--- config.mk ---
export PLATFORM = sky130hd
export DESIGN_NAME = fsm_trace_buf
export DESIGN_NICKNAME = d
export VERILOG_FILES = /design/src/rtl/fsm_trace_buf.sv
export SDC_FILE = /design/constraint.sdc
export NUM_CORES = 1
export LEC_CHECK = 0
export CAP_MARGIN = 20
export CORE_AREA = 2 2 97 99
export CTS_CLUSTER_SIZE = 8
export DETAILED_ROUTE_END_ITERATION = 6
export DIE_AREA = 0 0 99 101
export PLACE_DENSITY = 0.79
export SYNTH_ARGS = -nofsm -noshare
export SYNTH_HDL_FRONTEND = slang
export SYNTH_SLANG_ARGS = --single-unit
--- constraint.sdc ---
create_clock -name clk -period 3.6 [get_ports clk]
set_input_delay 1.08 -clock clk [delete_from_list [all_inputs] [get_ports clk]]
set_output_delay 1.08 -clock clk [all_outputs]
set_load 0.02 [all_outputs]
--- src/rtl/fsm_trace_buf.sv ---
// Change-detecting trace buffer: each distinct {x,y,z} sample from an upstream FSM is queued
// with a 4-bit sequence tag, so a dropped entry shows up as a gap in out_seq.
module fsm_trace_buf #(
    parameter int W     = 5,
    parameter int DEPTH = 4
) (
    input  logic                    clk,
    input  logic                    rst,
    input  logic [W-1:0]            x,
    input  logic [W-1:0]            y,
    input  logic [W-1:0]            z,
    input  logic                    in_en,
    input  logic                    clear,
    input  logic                    rd_ready,
    output logic                    out_valid,
    output logic [W-1:0]            out_x,
    output logic [W-1:0]            out_y,
    output logic [W-1:0]            out_z,
    output logic [3:0]              out_seq,
    output logic [$clog2(DEPTH):0]  count,
    output logic                    overflow,
    output logic [2:0]              drops
);

    localparam int AW = $clog2(DEPTH);
    localparam logic [AW:0] FULL_COUNT = (AW+1)'(DEPTH);

    localparam logic [0:0] IDLE  = 1'b0;
    localparam logic [0:0] TRACK = 1'b1;

    logic [0:0]   state_q,    state_d;
    logic [W-1:0] lastX_q,    lastX_d;
    logic [W-1:0] lastY_q,    lastY_d;
    logic [W-1:0] lastZ_q,    lastZ_d;
    logic [3:0]   seqCtr_q,   seqCtr_d;
    logic [AW-1:0] wrPtr_q,   wrPtr_d;
    logic [AW-1:0] rdPtr_q,   rdPtr_d;
    logic [AW:0]  count_q,    count_d;
    logic         overflow_q, overflow_d;
    logic [2:0]   drops_q,    drops_d;

    logic [W-1:0] memX_q   [DEPTH];
    logic [W-1:0] memY_q   [DEPTH];
    logic [W-1:0] memZ_q   [DEPTH];
    logic [3:0]   memSeq_q [DEPTH];

    logic changeEvt;
    logic popEvt;
    logic pushEvt;
    logic dropEvt;
    logic fifoFull;

    // A clear in the same cycle swallows any change event or pop.
    assign fifoFull  = (count_q == FULL_COUNT);
    assign changeEvt = in_en && !clear &&
                       ((state_q == IDLE) || ({x, y, z} != {lastX_q, lastY_q, lastZ_q}));
    assign popEvt    = (count_q != '0) && rd_ready && !clear;
    assign pushEvt   = changeEvt && (!fifoFull || popEvt);
    assign dropEvt   = changeEvt && fifoFull && !popEvt;

    always_comb begin
        state_d    = state_q;
        lastX_d    = lastX_q;
        lastY_d    = lastY_q;
        lastZ_d    = lastZ_q;
        seqCtr_d   = seqCtr_q;
        wrPtr_d    = wrPtr_q;
        rdPtr_d    = rdPtr_q;
        count_d    = count_q;
        overflow_d = overflow_q;
        drops_d    = drops_q;

        if (clear) begin
            state_d    = IDLE;
            seqCtr_d   = 4'd0;
            wrPtr_d    = '0;
            rdPtr_d    = '0;
            count_d    = '0;
            overflow_d = 1'b0;
            drops_d    = 3'd0;
        end else begin
            // The tag advances even for dropped events so the consumer can see the loss.
            if (changeEvt) begin
                state_d  = TRACK;
                lastX_d  = x;
                lastY_d  = y;
                lastZ_d  = z;
                seqCtr_d = seqCtr_q + 4'd1;
            end
            if (pushEvt) begin
                wrPtr_d = wrPtr_q + 1'b1;
            end
            if (popEvt) begin
                rdPtr_d = rdPtr_q + 1'b1;
            end
            case ({pushEvt, popEvt})
                2'b10:   count_d = count_q + 1'b1;
                2'b01:   count_d = count_q - 1'b1;
                default: count_d = count_q;
            endcase
            if (dropEvt) begin
                overflow_d = 1'b1;
                if (drops_q != 3'd7) begin
                    drops_d = drops_q + 3'd1;
                end
            end
        end
    end

    always_ff @(posedge clk or negedge rst) begin
        if (!rst) begin
            state_q    <= IDLE;
            lastX_q    <= '0;
            lastY_q    <= '0;
            lastZ_q    <= '0;
            seqCtr_q   <= 4'd0;
            wrPtr_q    <= '0;
            rdPtr_q    <= '0;
            count_q    <= '0;
            overflow_q <= 1'b0;
            drops_q    <= 3'd0;
        end else begin
            state_q    <= state_d;
            lastX_q    <= lastX_d;
            lastY_q    <= lastY_d;
            lastZ_q    <= lastZ_d;
            seqCtr_q   <= seqCtr_d;
            wrPtr_q    <= wrPtr_d;
            rdPtr_q    <= rdPtr_d;
            count_q    <= count_d;
            overflow_q <= overflow_d;
            drops_q    <= drops_d;
        end
    end

    // Storage is reset as well so the head outputs read zero straight out of reset.
    always_ff @(posedge clk or negedge rst) begin
        if (!rst) begin
            for (int i = 0; i < DEPTH; i++) begin
                memX_q[i]   <= '0;
                memY_q[i]   <= '0;
                memZ_q[i]   <= '0;
                memSeq_q[i] <= 4'd0;
            end
        end else if (pushEvt) begin
            memX_q[wrPtr_q]   <= x;
            memY_q[wrPtr_q]   <= y;
            memZ_q[wrPtr_q]   <= z;
            memSeq_q[wrPtr_q] <= seqCtr_q;
        end
    end

    assign out_valid = (count_q != '0);
    assign out_x     = memX_q[rdPtr_q];
    assign out_y     = memY_q[rdPtr_q];
    assign out_z     = memZ_q[rdPtr_q];
    assign out_seq   = memSeq_q[rdPtr_q];
    assign count     = count_q;
    assign overflow  = overflow_q;
    assign drops     = drops_q;

endmodule

# Word level (Yosys, flattened, before mapping)

Index checks and enable logic that the tools add are counted.
Widths: inputs -> output; s select.

Input port bits: 20
Register bits: 107

Add/subtract/negate cells: 6
Reduce and logical (&&, ||, !) cells: 22
Equal/unequal tests: 5
Muxes and demuxes: 35
$lt $le $gt $ge: 3
Bitwise gates (word level): 4

Operators by type and width:

| kind                | count |
|---|---|
| $bwmux 20           | 3 |
| $mux 5              | 7 |
| $bmux 5 s2          | 3 |
| $mux 4              | 5 |
| $bwmux 16           | 1 |
| $ne 15x15->1        | 1 |
| $mux 3              | 4 |
| $demux 5 s2         | 1 |
| $reduce_bool 2->1   | 5 |
| $bmux 4 s2          | 1 |
| $demux 4 s2         | 1 |
| $logic_and 1x1->1   | 8 |
| $mux 2              | 4 |
| $add 3x1->3 const B | 2 |
| $ge 3x3->1 const B  | 2 |
| $not 2->3           | 2 |
| $pmux 3 s2          | 1 |
| $reduce_bool 3->1   | 2 |
| $add 2x1->2 const B | 2 |
| $add 4x1->4 const B | 1 |
| $mux 1              | 4 |
| $reduce_and 2->1    | 2 |
| $eq 3x3->1 const B  | 1 |
| $logic_not 1->1     | 3 |
| other kinds (7)     | 9 |

# Logic depth before layout (Yosys ltp)

Depth in word-level cells: 8
Depth in mapped cells: 10
Mapped depth without buffers: 10

# Worst setup path after synthesis

OpenSTA, ideal clock, no wires.

Path type: input port to flip-flop
Start: input y[2]
End: register count_q[2] (netlist: count[2])
Path buffers: 0
Data required time: 3.518 ns
Arrival: 3.353 ns
Stages on the path: 9
Setup slack: 0.166 ns
Path through: xnor2_1 nand4_1 nor4_4 nor2_1 nor3_1 fa_1 or4b_2 a21o_1 a31oi_1

Cells in the longest elaborated chain, start to end: 7

RTL lines:

| what                                     | RTL line | RTL |
|---|---|---|
| start: declaration                       | 10       | `input logic [W-1:0] y,` |
| $ne 15x15->1 (*)                         | 56       | `((state_q == IDLE) \|\| ({x, y, z} != {lastX_q, lastY_q, lastZ_q}));` |
| $logic_or 1x1->1 (*)                     | 56       |  |
| $logic_and 1x1->1 (*)                    | 55       | `assign changeEvt = in_en && !clear &&` |
| $logic_and 1x1->1 (*)                    | 58       | `assign pushEvt = changeEvt && (!fifoFull \|\| popEvt);` |
| $eq 2x1->1 or $eq 2x2->1 (tied branches) | 96       | `case ({pushEvt, popEvt})` |
| $pmux 3 s2                               | 96       |  |
| $mux 3                                   | 73       | `if (clear) begin` |
| end signal: assignment                   | 130      | `count_q <= count_d;` |
| end: declaration                         | 38       | `logic [AW:0] count_q, count_d;` |

Every way passes the cells marked *; elsewhere a longest branch is shown, timed or not.
A chain may end at the register's enable or synchronous reset.

# Worst setup path after layout

Start: input x[0]
End: register count_q[2] (netlist: count[2])

Cells in the longest elaborated chain, start to end: 7

RTL lines:

| what                                     | RTL line | RTL |
|---|---|---|
| start: declaration                       | 9        | `input logic [W-1:0] x,` |
| $ne 15x15->1 (*)                         | 56       |  |
| $logic_or 1x1->1 (*)                     | 56       |  |
| $logic_and 1x1->1 (*)                    | 55       |  |
| $logic_and 1x1->1 (*)                    | 58       |  |
| $eq 2x1->1 or $eq 2x2->1 (tied branches) | 96       |  |
| $pmux 3 s2                               | 96       |  |
| $mux 3                                   | 73       |  |

Marked as above.

==> summary.txt <==
Clock tree
  – Clk Latency, worst-skew pair: 360 ps
  – Clock slew at reported path FFs: 100 ps
  – CTS H-tree depth: 3
  – CTS Sinks: 107
  – CTS tree: done
  – Setup bufs post-CTS: 0
  – Max clock buf depth: 2
  – Num CTS Buffers: 9
  – Clock root cell: clkbuf_8

Drt
  – Initial detailed-routing violation count: 80
  – DRT Pass-1 Iters: 4
  – Final wirelength: 9860 um
  – ANT nets after route: 0
  – Vias per cell: 5.80
  – Via count: 3,004
  – DRC viols: 0
  – Wire per inst: 19.0 um

Final layout
  – Final net count: 430
  – Area Overhead vs Synth: 21.8%
  – Filler instances: 635
  – Most common cell after layout, fill and taps aside: dfrtp_1
  – Commonest non-fill, non-tap cells in the layout: dfrtp_1, mux2_2, clkdlybuf4s50_1
  – # diodes: 0
  – Share of cells above drive strength 1: 41.8%

Setup path
  – CP peak stage delay: 630 ps
  – Worst Path Required: 3890 ps
  – Reg2Reg Setup Slack: 990 ps
  – Critical path class: input port to flop
  – CP endpoint kind: flop
  – Worst path arrival time: 3740 ps
  – Crit start category: input port
  – Slowest CP cell: or4b_2
  – CP Launch Point: x[0]
  – Max Fanout on Critical Path: 6
  – Worst r2r src: lastY_q[0]
  – CP Cell Sequence: clkdlybuf4s50_1 -> xnor2_1 -> nand4_1 -> nor4_4 -> nor2_1 -> nor3_2 -> fa_1 -> or4b_2 -> a21o_1 -> a31oi_1
  – Reg2Reg Depth: 9
  – Worst R2R End: count[2]

Placed design
  – Detail Placement HPWL: 6780 um
  – Gpl congestion: 0.850
  – I/O Buffers: 46

Power
  – Internal power: 2.59 mW
  – Total Power: 3.68 mW
  – Switching share of power: 29.8%
  – Peak VDD IR: 0.336 mV
  – Pleak: 2.72 nW
  – Seq pwr share: 44.8%
  – Clock power frac: 22.2%
  – Gate power share: 33.0%
  – Power Density: 608 nW/um2
  – Switching power of the nets: 1.10 mW

Yosys
  – Register area share after synthesis: 53.9%
  – Seq cells post-synth: 107
  – Yosys warnings: 0
  – Cell Area, Synth: 4970 um2
  – Synth Flop Type: dfrtp_1
  – Synth cell types: 39
  – Syn Nets: 356
  – Post-Syn Area per Cell: 15.2 um2
  – Post-synth EDFFs: 0
  – FFs w/ async S/R, synth: 100%
  – Cells after synthesis: 328

STA
  – Max-Slew Margin vs Limit: 51.9%
  – Fin. Hold Viols: 0
  – Fin. max-slew vios: 0
  – Fmax: 0.290 GHz
  – Actual slew at the worst max-slew pin: 714 ps
  – RSZ-0062 raised after global routing: no
  – Minimum clock period: 3450 ps
  – Worst Clk Skew: 15.2 ps
  – Fin Setup TNS: 0 ps
  – Final Cycle Share: 95.9%
  – Endpoints failing setup: 0

Global routing
  – GRT Total Usage: 21.2%
  – Initial antenna violation count: 0
  – Total gr overflow: 0
  – Vias in the first global route: 3,099
  – First-pass GRT wire length: 16,300 um
  – Largest net degree at the start of global routing: 49

Floorplan
  – Die height: 101 um
  – Row cnt: 35
  – Initial Util: 55.4%
  – Top-Level Pins: 47
  – Core Area: 8980 um2
  – Die width: 99 um
  – DIE AREA: 10000 um2

Hold path
  – HP Class: flop to flop
  – WHS Endpoint: memY_q[0]
  – HP Start: memY_q[0]
  – WHS Path Cells: 1

Run status
  – Status: completed

Job
  – Maxcap violations: 0
## sequential cells by signal, summed over array words and instances (netlist names)
| signal | flops |
|---|---|
| count | 3 |
| memY_q | 20 |
| overflow | 1 |
| memX_q | 20 |
| seqCtr_q | 4 |
| drops | 3 |
| wrPtr_q | 2 |
| memSeq_q | 16 |
| memZ_q | 20 |
| rdPtr_q | 2 |
| lastY_q | 5 |
| state_q | 1 |
| lastZ_q | 5 |
| lastX_q | 5 |
## final cells by class
type / instances / area, um2 / area share [%]
Clock inverter: 7 / 98.8 / 1.63
Timing Repair Buffer: 78 / 796 / 13.1
Multi-Input combinational cell: 203 / 2210 / 36.5
Tap cell: 111 / 139 / 2.29
Clock buffer: 9 / 124 / 2.05
Inverter: 3 / 11.3 / 0.186
Sequential cell: 107 / 2680 / 44.2
## power by group through the flow
stage | Sequential [mW] | Clock, mW | Combinational, mW
final | 1.65 | 0.816 | 1.22
after global routing | 1.69 | 0.882 | 1.30
after CTS | 1.65 | 0.828 | 1.23
after detailed placement | 1.67 | 0 | 1.23
after global placement | 1.65 | 0 | 1.19
after floorplan | 1.63 | 0 | 0.781
## critical path, delay by kind of cell
kind                     cells  cell delay (ps)
AO/OA/AOI/OAI                2              360
XOR/XNOR                     1              160
adder cells (fa/ha/maj)      1              210
buffers and inverters        1              590
AND/OR/NAND/NOR              5             1350
## through the flow
step / util, % / setup WS [ps] / hold WS (ps) / area [um2] / std cells
global placement: 64.7 / -214 / 481 / 5810 / 502
detailed placement: 64.7 / -315 / 491 / 5810 / 502
global route: 67.5 / 65.6 / 524 / 6060 / 518
finish: 67.5 / 147 / 508 / 6060 / 518
floorplan: - / 166 / 463 / 4970 / 328
CTS: 67.2 / 58.1 / 513 / 6030 / 518
## cells in the mapped netlist (2+ instances only)
cell type  number  share of area (%)
a21o_1          3               0.45
a21oi_1         2               0.20
buf_1           2               0.15
buf_4           3               0.45
buf_6           2               0.45
clkbuf_1        7               0.53
dfrtp_1       107                 54
ha_1            7                1.8
inv_1           3               0.23
mux2_2         83                 19
mux2_4         10                3.0
mux2i_1         4               0.81
mux4_2         19                8.6
nand2_1         3               0.23
nand2b_1        3               0.38
nand3_1         6               0.60
nand3_2         3               0.60
nand4_1         4               0.50
nor2_1         15                1.1
nor3_1          3               0.30
o211ai_1        2               0.30
xnor2_1        19                3.3
xor2_1          2               0.35
## how the worst max path moves through the flow
| stage | endpoint | slack [ps] | cells past startpoint |
|---|---|---|---|
| floorplan | count[2] | 170 | 9 |
| global placement | count[2] | -210 | 10 |
| detailed placement | count[2] | -320 | 10 |
| CTS | count[2] | 60 | 10 |
| global route | count[2] | 70 | 10 |
| finish | count[2] | 150 | 10 |
## logic make-up (layout without fill, tap and decap cells)
group	after synthesis	in the layout	share of synthesized area, %
simple gates	47	47	5.56
xor+xnor	21	21	3.70
compound gates	11	11	1.56
flops	107	107	53.9
fa+ha+maj	8	8	2.16
mux	116	116	31.2
buf+inv	18	97	1.91
## repair_timing
action                     CTS  global route
gates resized for setup      0             6
setup endpoints to repair    0             1
hold buffers                 0             0
## routing by layer
| layer | part of all wire (%) | GRT usage [%] | wire (um) | vias to the layer above |
|---|---|---|---|---|
| li1 | - | - | - | 1345 |
| met1 | 45 | 30.4 | 4430 | 1578 |
| met2 | 50 | 33.5 | 4940 | 65 |
| met3 | 3.3 | 3.19 | 330 | 16 |
| met4 | 1.6 | 6.95 | 161 | 0 |
| met5 | 0 | 0 | 0 | - |
No activity file was read; power rests on OpenSTA's default activity.
